$ cat config.mk
export PLATFORM = sky130hd
export DESIGN_NAME = systolic_seq
export DESIGN_NICKNAME = d
export VERILOG_FILES = /design/src/rtl/systolic_pkg.sv /design/src/rtl/systolic_seq.sv
export SDC_FILE = /design/constraint.sdc
export NUM_CORES = 1
export LEC_CHECK = 0
export ABC_AREA = 1
export BUFFER_PORTS_ARGS = -buffer_cell sky130_fd_sc_hd__clkbuf_2
export CAP_MARGIN = 20
export CORE_UTILIZATION = 30
export CTS_BUF_LIST = sky130_fd_sc_hd__clkbuf_4
export DETAILED_ROUTE_END_ITERATION = 10
export GPL_TIMING_DRIVEN = 0
export PLACE_DENSITY = 0.56
export RECOVER_POWER = 50
export SYNTH_ARGS = -nofsm -noshare
export SYNTH_HDL_FRONTEND = slang
export SYNTH_SLANG_ARGS = --single-unit
$ cat constraint.sdc
create_clock -name CLK -period 3.11 [get_ports CLK]
set_input_delay 0.622 -clock CLK [delete_from_list [all_inputs] [get_ports CLK]]
set_output_delay 0.622 -clock CLK [all_outputs]
set_load 0.005 [all_outputs]
$ cat src/rtl/systolic_pkg.sv
// Shared types and constants for the 2x2 systolic matrix-multiply sequencer.
package systolic_pkg;

  localparam int TILE_SIZE      = 2;
  localparam int DEFAULT_DATA_W = 32;

  typedef enum logic [2:0] {
    ST_IDLE  = 3'd0,
    ST_CLEAR = 3'd1,
    ST_FEED  = 3'd2,
    ST_DRAIN = 3'd3,
    ST_DONE  = 3'd4
  } state_t;

endpackage

$ cat src/rtl/systolic_seq.sv
// Sequencer that clears a 2x2 systolic array, feeds skewed operand edges,
// drains it with zero beats and pulses DONE; all outputs come from flops.
module systolic_seq
  import systolic_pkg::*;
#(
  parameter int DATA_W       = DEFAULT_DATA_W,
  parameter int DRAIN_CYCLES = 2
) (
  input  logic              CLK,
  input  logic              RSTN,
  input  logic              START,
  input  logic [DATA_W-1:0] A00,
  input  logic [DATA_W-1:0] A01,
  input  logic [DATA_W-1:0] A10,
  input  logic [DATA_W-1:0] A11,
  input  logic [DATA_W-1:0] B00,
  input  logic [DATA_W-1:0] B01,
  input  logic [DATA_W-1:0] B10,
  input  logic [DATA_W-1:0] B11,
  output logic              BUSY,
  output logic              DONE,
  output logic              ARR_EN,
  output logic              ARR_CLR,
  output logic [DATA_W-1:0] N_RX0,
  output logic [DATA_W-1:0] N_RX1,
  output logic [DATA_W-1:0] N_CX0,
  output logic [DATA_W-1:0] N_CX1
);

  localparam logic [1:0] FEED_LAST  = 2'(2 * TILE_SIZE - 2);
  localparam logic       NO_DRAIN   = (DRAIN_CYCLES == 0);
  localparam logic [2:0] DRAIN_LAST = (DRAIN_CYCLES == 0) ? 3'd0 : 3'(DRAIN_CYCLES - 1);

  state_t            state_r, state_n;
  logic [1:0]        step_r, step_n;
  logic [2:0]        drain_r, drain_n;
  logic              capture_s;
  logic [DATA_W-1:0] a00_r, a01_r, a10_r, a11_r;
  logic [DATA_W-1:0] b00_r, b01_r, b10_r, b11_r;
  logic              busy_r, done_r, en_r, clr_r;
  logic              busy_n, done_n, en_n, clr_n;
  logic [DATA_W-1:0] rx0_r, rx1_r, cx0_r, cx1_r;
  logic [DATA_W-1:0] rx0_n, rx1_n, cx0_n, cx1_n;

  // Next-state logic; START is only looked at in IDLE so it never queues.
  always_comb begin
    state_n   = state_r;
    step_n    = step_r;
    drain_n   = drain_r;
    capture_s = 1'b0;
    case (state_r)
      ST_IDLE: begin
        if (START) begin
          state_n   = ST_CLEAR;
          capture_s = 1'b1;
        end else begin
          state_n = ST_IDLE;
        end
      end
      ST_CLEAR: begin
        state_n = ST_FEED;
        step_n  = 2'd0;
      end
      ST_FEED: begin
        if (step_r == FEED_LAST) begin
          if (NO_DRAIN) begin
            state_n = ST_DONE;
          end else begin
            state_n = ST_DRAIN;
            drain_n = 3'd0;
          end
        end else begin
          step_n = step_r + 2'd1;
        end
      end
      ST_DRAIN: begin
        if (drain_r == DRAIN_LAST) begin
          state_n = ST_DONE;
        end else begin
          drain_n = drain_r + 3'd1;
        end
      end
      ST_DONE: state_n = ST_IDLE;
      default: state_n = ST_IDLE;
    endcase
  end

  // Output values for the upcoming state, so the ports themselves are flops.
  always_comb begin
    busy_n = (state_n != ST_IDLE);
    done_n = (state_n == ST_DONE);
    en_n   = (state_n == ST_FEED) || (state_n == ST_DRAIN);
    clr_n  = (state_n == ST_CLEAR);
    rx0_n  = {DATA_W{1'b0}};
    rx1_n  = {DATA_W{1'b0}};
    cx0_n  = {DATA_W{1'b0}};
    cx1_n  = {DATA_W{1'b0}};
    if (state_n == ST_FEED) begin
      // Row r and column c are delayed by r and c beats respectively.
      case (step_n)
        2'd0: begin
          rx0_n = a00_r;
          cx0_n = b00_r;
        end
        2'd1: begin
          rx0_n = a01_r;
          rx1_n = a10_r;
          cx0_n = b10_r;
          cx1_n = b01_r;
        end
        2'd2: begin
          rx1_n = a11_r;
          cx1_n = b11_r;
        end
        default: begin
          rx0_n = {DATA_W{1'b0}};
        end
      endcase
    end else begin
      rx0_n = {DATA_W{1'b0}};
    end
  end

  // State, counters, captured operands and registered outputs.
  always_ff @(posedge CLK) begin
    if (!RSTN) begin
      state_r <= ST_IDLE;
      step_r  <= 2'd0;
      drain_r <= 3'd0;
      a00_r   <= {DATA_W{1'b0}};
      a01_r   <= {DATA_W{1'b0}};
      a10_r   <= {DATA_W{1'b0}};
      a11_r   <= {DATA_W{1'b0}};
      b00_r   <= {DATA_W{1'b0}};
      b01_r   <= {DATA_W{1'b0}};
      b10_r   <= {DATA_W{1'b0}};
      b11_r   <= {DATA_W{1'b0}};
      busy_r  <= 1'b0;
      done_r  <= 1'b0;
      en_r    <= 1'b0;
      clr_r   <= 1'b0;
      rx0_r   <= {DATA_W{1'b0}};
      rx1_r   <= {DATA_W{1'b0}};
      cx0_r   <= {DATA_W{1'b0}};
      cx1_r   <= {DATA_W{1'b0}};
    end else begin
      state_r <= state_n;
      step_r  <= step_n;
      drain_r <= drain_n;
      if (capture_s) begin
        a00_r <= A00;
        a01_r <= A01;
        a10_r <= A10;
        a11_r <= A11;
        b00_r <= B00;
        b01_r <= B01;
        b10_r <= B10;
        b11_r <= B11;
      end
      busy_r <= busy_n;
      done_r <= done_n;
      en_r   <= en_n;
      clr_r  <= clr_n;
      rx0_r  <= rx0_n;
      rx1_r  <= rx1_n;
      cx0_r  <= cx0_n;
      cx1_r  <= cx1_n;
    end
  end

  assign BUSY    = busy_r;
  assign DONE    = done_r;
  assign ARR_EN  = en_r;
  assign ARR_CLR = clr_r;
  assign N_RX0   = rx0_r;
  assign N_RX1   = rx1_r;
  assign N_CX0   = cx0_r;
  assign N_CX1   = cx1_r;

endmodule
### Word level (Yosys, flattened, before mapping)

Cells that the tools add are included.

| operators by class | value |
|---|---|
| multipliers | 0 |
| order comparisons | 0 |
| add/sub/neg operators | 2 |
| multiplexer cells | 15 |
| equality and inequality tests | 13 |
| shifts and indexed selects | 0 |
| reductions and logical operators | 7 |
| bitwise operators | 0 |
| divide/modulo/power cells | 0 |

Operator list:

| operator | count |
|---|---|
| case mux 32 bit (2 select lines) | 4 |
| equality test 3 x 2 -> 1 bit (second input constant) | 4 |
| 2-to-1 mux 3 bit | 4 |
| case mux 3 bit (4 select lines) | 1 |
| equality test 3 x 1 -> 1 bit (second input constant) | 3 |
| case mux 3 bit (2 select lines) | 1 |
| equality test 2 bit (second input constant) | 2 |
| inequality test 2 bit (second input constant) | 2 |
| case mux 2 bit (2 select lines) | 1 |
| adder 3 x 1 -> 3 bit (second input constant) | 1 |
| equality test 3 bit (second input constant) | 1 |
| logical NOT 3 bit | 1 |
| 2-to-1 mux 1 bit | 3 |
| AND reduction 3 bit | 1 |
| nonzero test 3 bit | 1 |
| adder 2 x 1 -> 2 bit (second input constant) | 1 |
| equality test 2 x 1 -> 1 bit (second input constant) | 1 |
| logical NOT 2 bit | 1 |
| 2-to-1 mux 2 bit | 1 |
| AND reduction 2 bit | 1 |
| nonzero test 2 bit | 1 |
| logical OR 1 bit | 1 |

| storage, ports and cells | value |
|---|---|
| ROM bits | 0 |
| RAM bits | 0 |
| latch bits | 0 |
| logic and storage cells | 56 |
| memories | 0 |
| output and inout port bits | 132 |
| input port bits | 259 |
| flip-flop bits (word level) | 396 |

### Depth between registers and ports, before layout

Gate-level depths: netlist (run 1).

| depth | value |
|---|---|
| depth after elaboration | 5 |
| gate-level depth with buffers | 12 |
| gate-level depth less buffers | 10 |

### Worst setup path before layout (run 1)

Ideal clock, no wire load.

| timing path | value |
|---|---|
| path type | flip-flop to flip-flop |
| start | register step_r[1] |
| end | register rx0_r[23] (netlist: N_RX0[23]) |
| period minus slack after synthesis | 2.011 ns |
| buffers on the path | 2 |
| required time | 2.991 ns |
| stages on the path, launching flop included | 13 |
| arrival time | 1.891 ns |
| slack | 1.099 ns |
| setup time | 0.119 ns |
| cell sequence | dfxtp_1 inv_1 ha_1 inv_1 o22ai_1 inv_1 ha_1 inv_1 clkbuf_1 buf_1 o22ai_1 inv_1 nor3_2 |

| on the way | value |
|---|---|
| word-level cells in the longest chain between the ends | 5 |
| elaborated cells on any way between the ends | 11 |

Ends and longest elaborated chain:

| what | RTL line | RTL |
|---|---|---|
| start: declaration | systolic_seq.sv:35 | `logic [1:0] step_r, step_n;` |
| start signal: assignment | systolic_seq.sv:148 | `step_r <= step_n;` |
| adder 2 x 1 -> 2 bit or equality test 2 bit (tied branches) | systolic_seq.sv:73, systolic_seq.sv:65 |  |
| 2-to-1 mux 2 bit | systolic_seq.sv:65 | `if (step_r == FEED_LAST) begin` |
| case mux 2 bit (2 select lines) (*) | systolic_seq.sv:51 | `case (state_r)` |
| named net step_n[1] | systolic_seq.sv:35 |  |
| equality test 2 x 1 -> 1 bit or logical NOT 2 bit (tied branches) | systolic_seq.sv:100 | `case (step_n)` |
| case mux 32 bit (2 select lines) (*) | systolic_seq.sv:100 |  |
| end signal: assignment | systolic_seq.sv:142 | `rx0_r <= {DATA_W{1'b0}};` |
| end signal: assignment | systolic_seq.sv:164 | `rx0_r <= rx0_n;` |
| end: declaration | systolic_seq.sv:42 | `logic [DATA_W-1:0] rx0_r, rx1_r, cx0_r, cx1_r;` |

Mark *: on every way through the listed nets, which the timed path passes. The rest lies on a longest branch.
A chain may end at the register's enable or synchronous reset.

### Worst setup path after layout (run 1)

| timing path | value |
|---|---|
| start | register step_r[0] |
| end | register rx1_r[26] (netlist: N_RX1[26]) |

| on the way | value |
|---|---|
| word-level cells in the longest chain between the ends | 5 |
| elaborated cells on any way between the ends | 11 |

Ends and longest elaborated chain:

| what | RTL line | RTL |
|---|---|---|
| adder 2 x 1 -> 2 bit or equality test 2 bit (tied branches) | systolic_seq.sv:73, systolic_seq.sv:65 |  |
| 2-to-1 mux 2 bit (*) | systolic_seq.sv:65 |  |
| case mux 2 bit (2 select lines) (*) | systolic_seq.sv:51 |  |
| named net step_n[1] | systolic_seq.sv:35 |  |
| equality test 2 bit or equality test 2 x 1 -> 1 bit (tied branches) | systolic_seq.sv:100 |  |
| case mux 32 bit (2 select lines) (*) | systolic_seq.sv:100 |  |
| end signal: assignment | systolic_seq.sv:143 | `rx1_r <= {DATA_W{1'b0}};` |
| end signal: assignment | systolic_seq.sv:165 | `rx1_r <= rx1_n;` |
| end: declaration | systolic_seq.sv:42 |  |

Marked as above.

==> PnR_summary.wiki, run 1 <==
{| class="wikitable"
! Metric !! Value
|-
| Via count of the routed design || roughly 15000
|-
| Final Max Slew Viols || 0
|-
| Portion of the clock cycle consumed by the worst path in the final layout || 89.8%
|-
| Final Skew || roughly 0.045 ns
|-
| Gate count after technology mapping || roughly 1800
|-
| Crit path cell chain || inv_1, ha_1, inv_1, o22ai_1, inv_1, ha_1, inv_1, clkbuf_2, clkbuf_1, o21ai_0, nand2_1, nor3_2
|-
| Most frequent cell after synthesis || dfxtp_1
|-
| Proportion of layout cells with a drive suffix above 1 || roughly a quarter
|-
| FP Rows || ~80
|-
| Postcts setup bufs || 0
|-
| Number of distinct standard cells referenced by the synthesized netlist || 25
|-
| Reported max-cap violation count || 0
|-
| Main combinational cell family by area after synthesis || compound AO/OA/AOI/OAI gates
|-
| Top post-synthesis cells by count || dfxtp_1 (396), inv_1 (334), o21ai_0 (268)
|-
| TritonCTS clock tree || yes
|-
| Worst reg2reg endpoint || N_RX1[26]$_SDFF_PN0_
|-
| First-iteration detailed-routing DRC count || 698
|-
| Simple-gate share of the synthesized area || roughly 11%
|-
| Top post-synthesis cells by area || dfxtp_1 (52%), o21ai_0 (8.8%), a21oi_1 (8.5%)
|-
| CTS Root Cell || clkbuf_4
|-
| CTS Buf Count || approximately 110
|-
| Dominant cell type by area after synthesis || dfxtp_1
|-
| Height of the chip || 227 µm
|-
| Number of antenna violations at the first check in global routing || 3
|-
| Yosys synthesis warning count || 0
|-
| Kind of critical path || register to register
|-
| Vias per cell || approximately 4.6
|-
| LEAKAGE || between 8 and 9 nW
|-
| Final hold viol count || 0
|-
| TritonCTS Sinks || between 300 and 400
|-
| Mux contribution to synthesized area || 0%
|-
| Fill cells || a little over 5000
|-
| Clock transition at the registers of the reported paths || around 0.070 ns
|-
| Endpoint of the worst hold path || a00_r[28]$_SDFFE_PN0P_
|-
| HPWL Detailed || about 39000 µm
|-
| Depth of the CTS H-tree || 3
|-
| Worst flop-to-flop path startpoint || step_r[0]$_SDFF_PN0_
|-
| DRT antenna net count || 0
|-
| Largest fanout of any net on the critical path || 10
|-
| Yosys top cell area share || between 50% and 60%
|-
| Pwr Density || approximately 570 mW/mm²
|-
| Number of nets in the final layout || between 2000 and 3000
|-
| Type of the worst min-delay path || input pin to register
|-
| Worst reg-to-reg setup slack || between 0.3 and 0.4 ns
|-
| Wire length of the first global-routing pass || 81000 µm
|-
| CP dominant cell by count || inv_1
|-
| Most frequently used flop master after synthesis || dfxtp_1
|-
| DRC viols || 0
|-
| Async set or reset register ratio after synthesis || 0%
|-
| Post-Synthesis Cell Area || between 0.015 and 0.02 mm²
|-
| Final weighted congestion of routability-driven global placement || 0.837
|-
| Average size of a mapped cell || between 8 and 9 µm²
|-
| Flip-flop and latch count after synthesis || 396
|-
| Number of optimization iterations in the first detailed-route pass || 5
|-
| Hold Path Stages || 3
|-
| Share of the synthesized netlist area taken by xor and xnor gates || less than 1%
|-
| Relative max-transition margin || between 30% and 40%
|-
| Fraction of the mapped netlist area in adder cells || less than 1%
|-
| Maximum clock insertion buffer count || 3
|-
| Port-buffer cells || approximately 390
|-
| Crit path arrival time || roughly 3.6 ns
|-
| Final wirelength || approximately 54000 µm
|-
| Required time of the critical path || ~3.9 ns
|-
| Peak supply drop || about 280 µV
|-
| Insertion delay of the later-clocked pin in the worst-skew pair || ~0.87 ns
|-
| Overall routing resource usage || between 20 and 25%
|-
| Status || finished, final reports clean
|-
| Maximum number of pins on one net before global-route repair || 15
|-
| Average detailed-routed wire length per instance || 16.5 µm
|-
| Placeable Area || about 0.05 mm²
|-
| Congestion Overflow GR || 0
|-
| Unrepaired setup endpoints after global routing || no
|-
| Vias in the first global route || around 15000
|-
| Die Width || between 200 and 250 µm
|-
| Actual slew at the worst max-slew pin || ~1.0 ns
|-
| Area growth syn-to-layout || 40.8%
|-
| Share of synthesized area occupied by flip-flops and latches || between 50% and 60%
|-
| Overall power after layout || roughly 12 mW
|-
| Min-Delay Startpoint || A00[28]
|-
| Post-layout minimum cycle time || approximately 2.8 ns
|-
| Number of enable flip-flop cells after synthesis || 0
|-
| Compound-cell area share of the yosys netlist || ~22%
|-
| Smallest hold slack || a little over 0.1 ns
|-
| Initial Utilization || between 30% and 40%
|-
| Max incr delay on CP || between 0.6 and 0.7 ns
|-
| Net count of the mapped netlist || approximately 2100
|-
| I/O pin cnt || 391
|-
| Number of cells on the worst reg-to-reg path || 12
|-
| Final setup violation count || 0
|-
| DIE AREA || 0.0515 mm²
|-
| Max Clk Rate || roughly 0.36 GHz
|-
| Cell type of the slowest stage on the worst timing path || clkbuf_1
|-
| Endpoint kind of the worst setup timing path || register
|-
| Critical Path Start Type || register
|}
==> cell families after synthesis <==
family | count (synthesis)
adder cells (fa/ha/maj) | 7
XOR/XNOR | 1
AND/OR/NAND/NOR | 284
flip-flops | 396
AO/OA/AOI/OAI | 648
buffers and inverters | 485
==> power breakdown <==
part	switching (mW)	internal [mW]	leakage, nW	total [mW]
clock network	2.24	2.36	0.796	4.61
registers	0.111	5.44	3.25	5.55
logic	1.29	0.757	4.67	2.05
==> routing by layer <==
metal | vias up | routed length [µm] | global-route usage, %
met3 | 119 | 3130 | 4.23
met5 | - | 0 | 0
met2 | 513 | 25700 | 34.5
met1 | 7048 | 23900 | 25.9
li1 | 7419 | - | -
met4 | 0 | 1630 | 9.01
==> metrics by stage <==
| stage | TNS [ns] | area, µm² | worst slack, ns | std cells | utilization, % |
|---|---|---|---|---|---|
| floorplan | 0 | 15200 | 1.10 | 1821 | - |
| global placement | -0.142 | 18000 | -0.129 | 2882 | 35.9 |
| detailed placement | -0.723 | 18000 | -0.141 | 2882 | 35.9 |
| CTS | 0 | 21500 | 0.202 | 3291 | 42.9 |
| global route | 0 | 21400 | 0.0484 | 3293 | 42.7 |
| finish | 0 | 21400 | 0.316 | 3293 | 42.7 |
==> layout by cell type (no fill, tap or decap), drive strengths merged, types with 2 or more instances in the layout <==
cell type    count
nor2             8
bufinv           2
nand2          139
dlygate4sd3    217
nand3            6
inv            340
buf             66
o21ai          323
clkbuf         618
diode            2
clkinv          39
dfxtp          396
ha               7
nor3           130
o22ai           66
a21oi          258
==> timing repair <==
item | CTS | global route
resized for setup | 1 | 0
setup endpoints to repair | 12 | 0
hold buffers | 217 | 0
hold endpoints to repair | 217 | 0
==> worst max path at each step <==
| stage | start | to | cells after the start |
|---|---|---|---|
| after floorplan | step_r[1]$_SDFF_PN0_ | N_RX0[23]$_SDFF_PN0_ | 12 |
| after global placement | step_r[0]$_SDFF_PN0_ | N_CX0[30]$_SDFF_PN0_ | 12 |
| after detailed placement | step_r[1]$_SDFF_PN0_ | N_CX0[30]$_SDFF_PN0_ | 12 |
| after CTS | step_r[0]$_SDFF_PN0_ | N_CX0[30]$_SDFF_PN0_ | 12 |
| after global routing | step_r[0]$_SDFF_PN0_ | N_RX1[26]$_SDFF_PN0_ | 12 |
| final | step_r[0]$_SDFF_PN0_ | N_RX1[26]$_SDFF_PN0_ | 12 |
==> critical path, delay by kind of cell, from the launching register on <==
| kind | cells | cell delay, ns |
|---|---|---|
| AO/OA/AOI/OAI | 2 | 0.39 |
| adder cells (fa/ha/maj) | 2 | 0.46 |
| buffers and inverters | 6 | 1.31 |
| AND/OR/NAND/NOR | 2 | 0.19 |
| flip-flops | 1 | 0.31 |
==> final cells by class <==
type / count / area (µm²) / share of cell area (%)
Antenna cell: 2 / 5.00 / 0.0234
Buffer: 147 / 792 / 3.71
Clock buffer: 148 / 1110 / 5.20
Clock inverter: 44 / 229 / 1.07
Inverter: 338 / 1270 / 5.94
Multi-Input combinational cell: 940 / 5160 / 24.1
Sequential cell: 396 / 7930 / 37.1
Tap cell: 672 / 841 / 3.93
Timing Repair Buffer: 606 / 4040 / 18.9
Note: power is estimated with default switching activity, not from simulation.
==> run 2, diff against run 1 <==
Settings changed: BUFFER_PORTS_ARGS -buffer_cell sky130_fd_sc_hd__clkbuf_2 to unset, DONT_BUFFER_PORTS set to 1, PLACE_DENSITY 0.56 to 0.5.
==> run 2 against run 1 <==
Effect of this change:
- the run now ends with DRC left
- sequential share of layout area is 2.6 points higher
- global-route usage is 0.20 points lower
- sequential power is essentially flat
- utilization decreased by 2.8 points
- cell count down 10%
- cell area shrank 6.6%
- power grew 0.54%
- worst setup slack improved by 0.053 ns
- via count down 9.3%
- register-to-register slack improved by 0.05 ns
- largest cell class unchanged
- highest routed layer unchanged
==> PnR_summary.wiki, run 2 (synthesis gave the netlist of run 1 again) <==
{| class="wikitable"
! Metric !! Value
|-
| First-iteration detailed-routing DRC count || between 700 and 800
|-
| Maximum clock insertion buffer count || 3
|-
| Smallest hold slack || approximately 0.13 ns
|-
| LEAKAGE || between 7 and 8 nW
|-
| Type of the worst min-delay path || input pin to register
|-
| Endpoint kind of the worst setup timing path || register
|-
| Peak supply drop || a little over 300 µV
|-
| Insertion delay of the later-clocked pin in the worst-skew pair || 0.88 ns
|-
| Average detailed-routed wire length per instance || ~18 µm
|-
| Final hold viol count || 0
|-
| Height of the chip || roughly 230 µm
|-
| Unrepaired setup endpoints after global routing || no
|-
| Endpoint of the worst hold path || a11_r[2]$_SDFFE_PN0P_
|-
| Post-layout minimum cycle time || 2.74 ns
|-
| Proportion of layout cells with a drive suffix above 1 || between 10% and 20%
|-
| Status || finished, violations left
|-
| Vias per cell || approximately 4.6
|-
| TritonCTS Sinks || 396
|-
| Die Width || approximately 230 µm
|-
| Placeable Area || 0.0501 mm²
|-
| CTS Buf Count || roughly 110
|-
| DRT antenna net count || 0
|-
| DIE AREA || 0.0515 mm²
|-
| Final setup violation count || 0
|-
| Min-Delay Startpoint || A11[2]
|-
| Via count of the routed design || roughly 14000
|-
| Portion of the clock cycle consumed by the worst path in the final layout || between 80% and 90%
|-
| CTS Root Cell || clkbuf_4
|-
| Placed instance area || approximately 0.016 mm²
|-
| Overall power after layout || around 12 mW
|-
| Fill cells || around 5200
|-
| Largest fanout of any net on the critical path || 10
|-
| Maximum number of pins on one net before global-route repair || 17
|-
| Depth of the CTS H-tree || 3
|-
| TritonCTS clock tree || yes
|-
| Kind of critical path || register to register
|-
| Final Max Slew Viols || 0
|-
| Final weighted congestion of routability-driven global placement || a little over 0.8
|-
| Final Skew || 0.0754 ns
|-
| Number of optimization iterations in the first detailed-route pass || 8
|-
| Number of cells on the worst reg-to-reg path || 10
|-
| Commonest non-fill, non-tap cell in the layout || dfxtp_1
|-
| Area occupied by registers || 0.00793 mm²
|-
| Pwr Density || roughly 600 mW/mm²
|-
| Reported max-cap violation count || 0
|-
| Hold Path Stages || 2
|-
| Wire length of the first global-routing pass || 79400 µm
|-
| Actual slew at the worst max-slew pin || ~0.96 ns
|-
| Postcts setup bufs || 0
|-
| Initial Utilization || a little under a third
|-
| Final wirelength || approximately 54000 µm
|-
| Worst flop-to-flop path startpoint || state_r[0]$_SDFF_PN0_
|-
| Overall routing resource usage || 20.5%
|-
| Area growth syn-to-layout || 31.5%
|-
| Port-buffer cells || 0
|-
| Crit path arrival time || approximately 3.5 ns
|-
| Congestion Overflow GR || 0
|-
| Max Clk Rate || around 0.36 GHz
|-
| Area of all placed cells without fillers || roughly 0.02 mm²
|-
| DRC viols || 2
|-
| Vias in the first global route || 13800
|-
| I/O pin cnt || roughly 390
|-
| Worst reg2reg endpoint || N_CX1[24]$_SDFF_PN0_
|-
| Failing checks || DRC
|-
| HPWL Detailed || about 38000 µm
|-
| Worst reg-to-reg setup slack || 0.37 ns
|-
| Util after Layout || 39.9%
|-
| Number of antenna violations at the first check in global routing || 5
|-
| Relative max-transition margin || approximately 36%
|-
| Total area of multi-input combinational cells || between 0.005 and 0.006 mm²
|-
| Required time of the critical path || about 3.9 ns
|-
| Number of nets in the final layout || 2453
|-
| Most used cells in the layout excluding fill and tap cells || dfxtp_1 (396), inv_1 (335), o21ai_0 (307), a21oi_1 (258), dlygate4sd3_1 (255)
|-
| Clock transition at the registers of the reported paths || 0.07 ns
|-
| Critical Path Start Type || register
|-
| FP Rows || slightly above 80
|}
[run 2: area by class of cell]
class | count | share of cell area (%)
Antenna cell | 6 | 0.0752
Buffer | 147 | 3.95
Timing Repair Buffer | 255 | 12.8
Clock inverter | 45 | 1.39
Tap cell | 672 | 4.21
Clock buffer | 151 | 5.68
Inverter | 338 | 6.36
Sequential cell | 396 | 39.7
Multi-Input combinational cell | 940 | 25.8
[run 2: report_power, final]
part / switching (mW) / internal, mW / total (mW)
clock: 2.29 / 2.50 / 4.79
sequential: 0.121 / 5.44 / 5.56
combinational: 1.25 / 0.667 / 1.92
total: 3.66 / 8.61 / 12.3
[run 2: worst max path at each step]
stage,slack (ns),endpoint,from
3_3_place_gp,-0.17,N_CX0[30]$_SDFF_PN0_,step_r[0]$_SDFF_PN0_
2_1_floorplan,1.10,N_RX0[23]$_SDFF_PN0_,step_r[1]$_SDFF_PN0_
6_report,0.37,N_CX1[24]$_SDFF_PN0_,state_r[0]$_SDFF_PN0_
4_1_cts,0.16,N_CX0[30]$_SDFF_PN0_,step_r[0]$_SDFF_PN0_
3_5_place_dp,-0.22,N_RX1[28]$_SDFF_PN0_,step_r[0]$_SDFF_PN0_
5_1_grt,0.07,N_CX1[24]$_SDFF_PN0_,state_r[0]$_SDFF_PN0_
[run 2: metal layers]
| metal | vias up | global-route usage (%) | part of all wire (%) |
|---|---|---|---|
| met5 | - | 0 | 0 |
| met1 | 6370 | 25.8 | 44 |
| met2 | 489 | 33.1 | 47 |
| met3 | 105 | 4.62 | 6.0 |
| met4 | 0 | 9.87 | 3.2 |
| li1 | 6734 | - | - |
[run 2: timing repair]
item / 4_1_cts / 5_1_grt
setup endpoints to repair: 20 / 9
hold buffers: 255 / 0
gates resized for setup: 1 / 4
hold endpoints to repair: 255 / 0
[run 2: through the flow]
stage	TNS [ns]	instances	worst slack (ns)
detailed placement	-2.46	2493	-0.217
global route	0	2948	0.0749
CTS	0	2944	0.162
finish	0	2950	0.369
global placement	-1.76	2493	-0.172
floorplan	0	1821	1.10
[run 2: worst max-delay path, stage by stage, from the launching register on]
cell	delay (ns)
dfxtp_1	0.35
inv_1	0.09
nand3_1	0.14
nand2_1	0.11
o22ai_1	0.20
inv_1	0.12
ha_1	0.29
clkbuf_2	0.40
clkbuf_1	0.46
nand2_1	0.11
nor3_1	0.32
==> run 3, diff against run 2 <==
Settings changed: ABC_AREA 1 to unset.
==> run 3 against run 2 <==
Effect of this change:
- the run now ends clean
- global-route usage rose by 0.55 points
- register-to-register slack got worse by 0.16 ns
- clock skew down 0.038 ns
- combinational power shrank 27%
- critical path type unchanged
- largest power group unchanged
==> PnR_summary.wiki, run 3 <==
{| class="wikitable"
! Metric !! Value
|-
| Status || finished, final reports clean
|-
| Average detailed-routed wire length per instance || about 19 µm
|-
| Yosys top cell area share || approximately 58%
|-
| Fraction of the mapped netlist area in adder cells || less than 1%
|-
| Worst-case setup slack after placement || -0.506 ns
|-
| FP Rows || a little under 80
|-
| Number of optimization iterations in the first detailed-route pass || 5
|-
| Peak supply drop || between 300 and 400 µV
|-
| Final weighted congestion of routability-driven global placement || 0.869
|-
| Worst-case setup margin in the final layout || around 0.21 ns
|-
| Die Width || around 220 µm
|-
| I/O pin cnt || roughly 400
|-
| Crit path arrival time || between 3 and 4 ns
|-
| Kind of critical path || register to register
|-
| Maximum clock insertion buffer count || 3
|-
| Simple-gate share of the synthesized area || about a fifth
|-
| Port-buffer cells || 0
|-
| Total area of multi-input combinational cells || 0.00506 mm²
|-
| Final Max Slew Viols || 0
|-
| Top post-synthesis cells by count || nand2_1 (518), dfxtp_1 (396), a21oi_1 (260)
|-
| Average size of a mapped cell || 8.53 µm²
|-
| Commonest non-fill, non-tap cell in the layout || nand2_1
|-
| Post-Synthesis Cell Area || approximately 0.014 mm²
|-
| Reported max-cap violation count || 0
|-
| Placeable Area || 0.0453 mm²
|-
| Overall routing resource usage || about a fifth
|-
| Most used cells in the layout excluding fill and tap cells || nand2_1 (518), dfxtp_1 (396), a21oi_1 (260), dlygate4sd3_1 (257), clkbuf_4 (153)
|-
| Postcts setup bufs || 0
|-
| Via count of the routed design || approximately 13000
|-
| Net count of the mapped netlist || between 1500 and 2000
|-
| Maximum number of pins on one net before global-route repair || 15
|-
| Depth of the CTS H-tree || 3
|-
| Number of nets in the final layout || roughly 2200
|-
| Most frequently used flop master after synthesis || dfxtp_1
|-
| Largest fanout of any net on the critical path || 15
|-
| TritonCTS clock tree || yes
|-
| Async set or reset register ratio after synthesis || 0%
|-
| Post-layout minimum cycle time || 2.90 ns
|-
| Endpoint kind of the worst setup timing path || register
|-
| Main combinational cell family by area after synthesis || simple AND/OR/NAND/NOR gates
|-
| Pwr Density || between 600 and 700 mW/mm²
|-
| CTS Root Cell || clkbuf_4
|-
| Unrepaired setup endpoints after global routing || no
|-
| Initial Utilization || 30.3%
|-
| Setup TNS || 0 ns
|-
| Vias in the first global route || 13200
|-
| Overall power after layout || between 10 and 15 mW
|-
| DRT antenna net count || 0
|-
| Fill cells || between 4000 and 5000
|-
| Number of cells on the worst reg-to-reg path || 10
|-
| Final wirelength || between 40000 and 50000 µm
|-
| Critical Path Start Type || register
|-
| Type of the worst min-delay path || input pin to register
|-
| DIE AREA || 0.0466 mm²
|-
| HPWL Detailed || around 34000 µm
|-
| Flip-flop and latch count after synthesis || between 300 and 400
|-
| Height of the chip || 216 µm
|-
| Util after Layout || about two fifths
|-
| Share of synthesized area occupied by flip-flops and latches || 57.7%
|-
| Yosys synthesis warning count || 0
|-
| Top post-synthesis cells by area || dfxtp_1 (58%), nand2_1 (14%), a21oi_1 (9.5%)
|-
| Congestion Overflow GR || 0
|-
| Insertion delay of the later-clocked pin in the worst-skew pair || ~0.86 ns
|-
| Vias per cell || 4.85
|-
| Dominant cell type by area after synthesis || dfxtp_1
|-
| Max Clk Rate || 0.345 GHz
|-
| CTS Buf Count || roughly 110
|-
| Mux contribution to synthesized area || less than 1%
|-
| Portion of the clock cycle consumed by the worst path in the final layout || 93.3%
|-
| Number of antenna violations at the first check in global routing || 7
|-
| Most frequent cell after synthesis || nand2_1
|-
| Required time of the critical path || between 3 and 4 ns
|-
| Actual slew at the worst max-slew pin || 0.998 ns
|-
| Wire length of the first global-routing pass || 74900 µm
|-
| Final setup violation count || 0
|-
| Relative max-transition margin || between 30% and 40%
|-
| Area occupied by registers || 0.00793 mm²
|-
| Number of distinct standard cells referenced by the synthesized netlist || 37
|-
| Hold Path Stages || 3
|-
| Gate count after technology mapping || 1610
|-
| Area growth syn-to-layout || 34.3%
|-
| Final hold viol count || 0
|-
| TritonCTS Sinks || around 400
|-
| Clock transition at the registers of the reported paths || 0.07 ns
|-
| Share of the synthesized netlist area taken by xor and xnor gates || 0%
|-
| DRC viols || 0
|-
| Compound-cell area share of the yosys netlist || between 10% and 20%
|-
| Proportion of layout cells with a drive suffix above 1 || between 10% and 20%
|-
| Final Skew || approximately 0.037 ns
|-
| LEAKAGE || a little under 7 nW
|-
| Number of enable flip-flop cells after synthesis || 0
|-
| First-iteration detailed-routing DRC count || 791
|}
-- run 3: cell count changes after synthesis, moves of 31 or more --
cell     delta
nand2_1   +381
nor3_1     -31
o22ai_1    -66
a22oi_1   +128
inv_1     -331
o21ai_1    -54
o21ai_0   -264
nor3_2     -98
nor2_1    +123
-- run 3: kinds of logic (layout without fill, tap and decap cells) --
kind of cell / after synthesis / in the layout
fa+ha+maj: 7 / 7
buf+inv: 134 / 586
compound gates: 401 / 401
simple gates: 671 / 671
other cells: 0 / 7
mux: 1 / 1
flops: 396 / 396
-- run 3: worst paths after layout --
| check | start | endpoint | slack [ns] |
|---|---|---|---|
| worst max-delay path | step_r[0]$_SDFF_PN0_ | N_RX1[12]$_SDFF_PN0_ | 0.21 |
| worst min-delay path | RSTN | drain_r[0]$_SDFFE_PN0P_ | 0.18 |
| worst max register to register | step_r[0]$_SDFF_PN0_ | N_RX1[12]$_SDFF_PN0_ | 0.21 |
| worst min register to register | b10_r[7]$_SDFFE_PN0P_ | b10_r[7]$_SDFFE_PN0P_ | 0.45 |
-- run 3: report_power, final --
part	switching (mW)	leakage [nW]	total, mW	internal [mW]
Clock	2.26	0.824	4.70	2.44
Combinational	0.849	2.74	1.41	0.561
Sequential	0.145	3.23	5.47	5.33
Total	3.25	6.79	11.6	8.33
-- run 3: stage by stage --
| step | cell area (µm²) | hold WS (ns) | instances |
|---|---|---|---|
| finish | 18500 | 0.177 | 2669 |
| CTS | 18500 | 0.0751 | 2664 |
| floorplan | 13700 | 0.436 | 1610 |
| global route | 18400 | 0.110 | 2667 |
| global placement | 14500 | 0.442 | 2210 |
| detailed placement | 14500 | 0.447 | 2212 |
-- run 3: layout make-up --
class	count	area share [%]
Antenna cell	7	0.0949
Sequential cell	396	43.0
Clock inverter	43	1.25
Buffer	127	3.80
Timing Repair Buffer	259	14.1
Multi-Input combinational cell	1080	27.4
Clock buffer	153	6.23
Tap cell	600	4.07
Inverter	4	0.0814
-- run 3: timing repair --
| item | in CTS | in global routing |
|---|---|---|
| hold buffers | 257 | 0 |
| pin swaps | 0 | 0 |
| cloned | 0 | 0 |
| endpoints found under the hold margin | 257 | 0 |
| resized for setup | 2 | 7 |
| setup endpoints to repair | 115 | 75 |
-- run 3: metal layers --
layer  part of all wire (%)  up-vias  GRT usage (%)  routed length, µm
li1                       -     6162              -                  -
met1                     41     6037           24.6              20300
met2                     47      591           34.6              23500
met3                    8.1      140           6.60               4040
met4                    3.9        2           10.8               1930
met5                  0.020        -              0                 10
-- run 3: critical path, stage by stage (launching register included) --
cell and delay, ns:
dfxtp_1 0.35, inv_1 0.07, ha_1 0.28, nor3b_1 0.13, o21ai_0 0.29, and2_1 0.22
ha_2 0.28, o211ai_1 0.38, buf_4 0.37, clkbuf_2 0.29, nor2_1 0.10
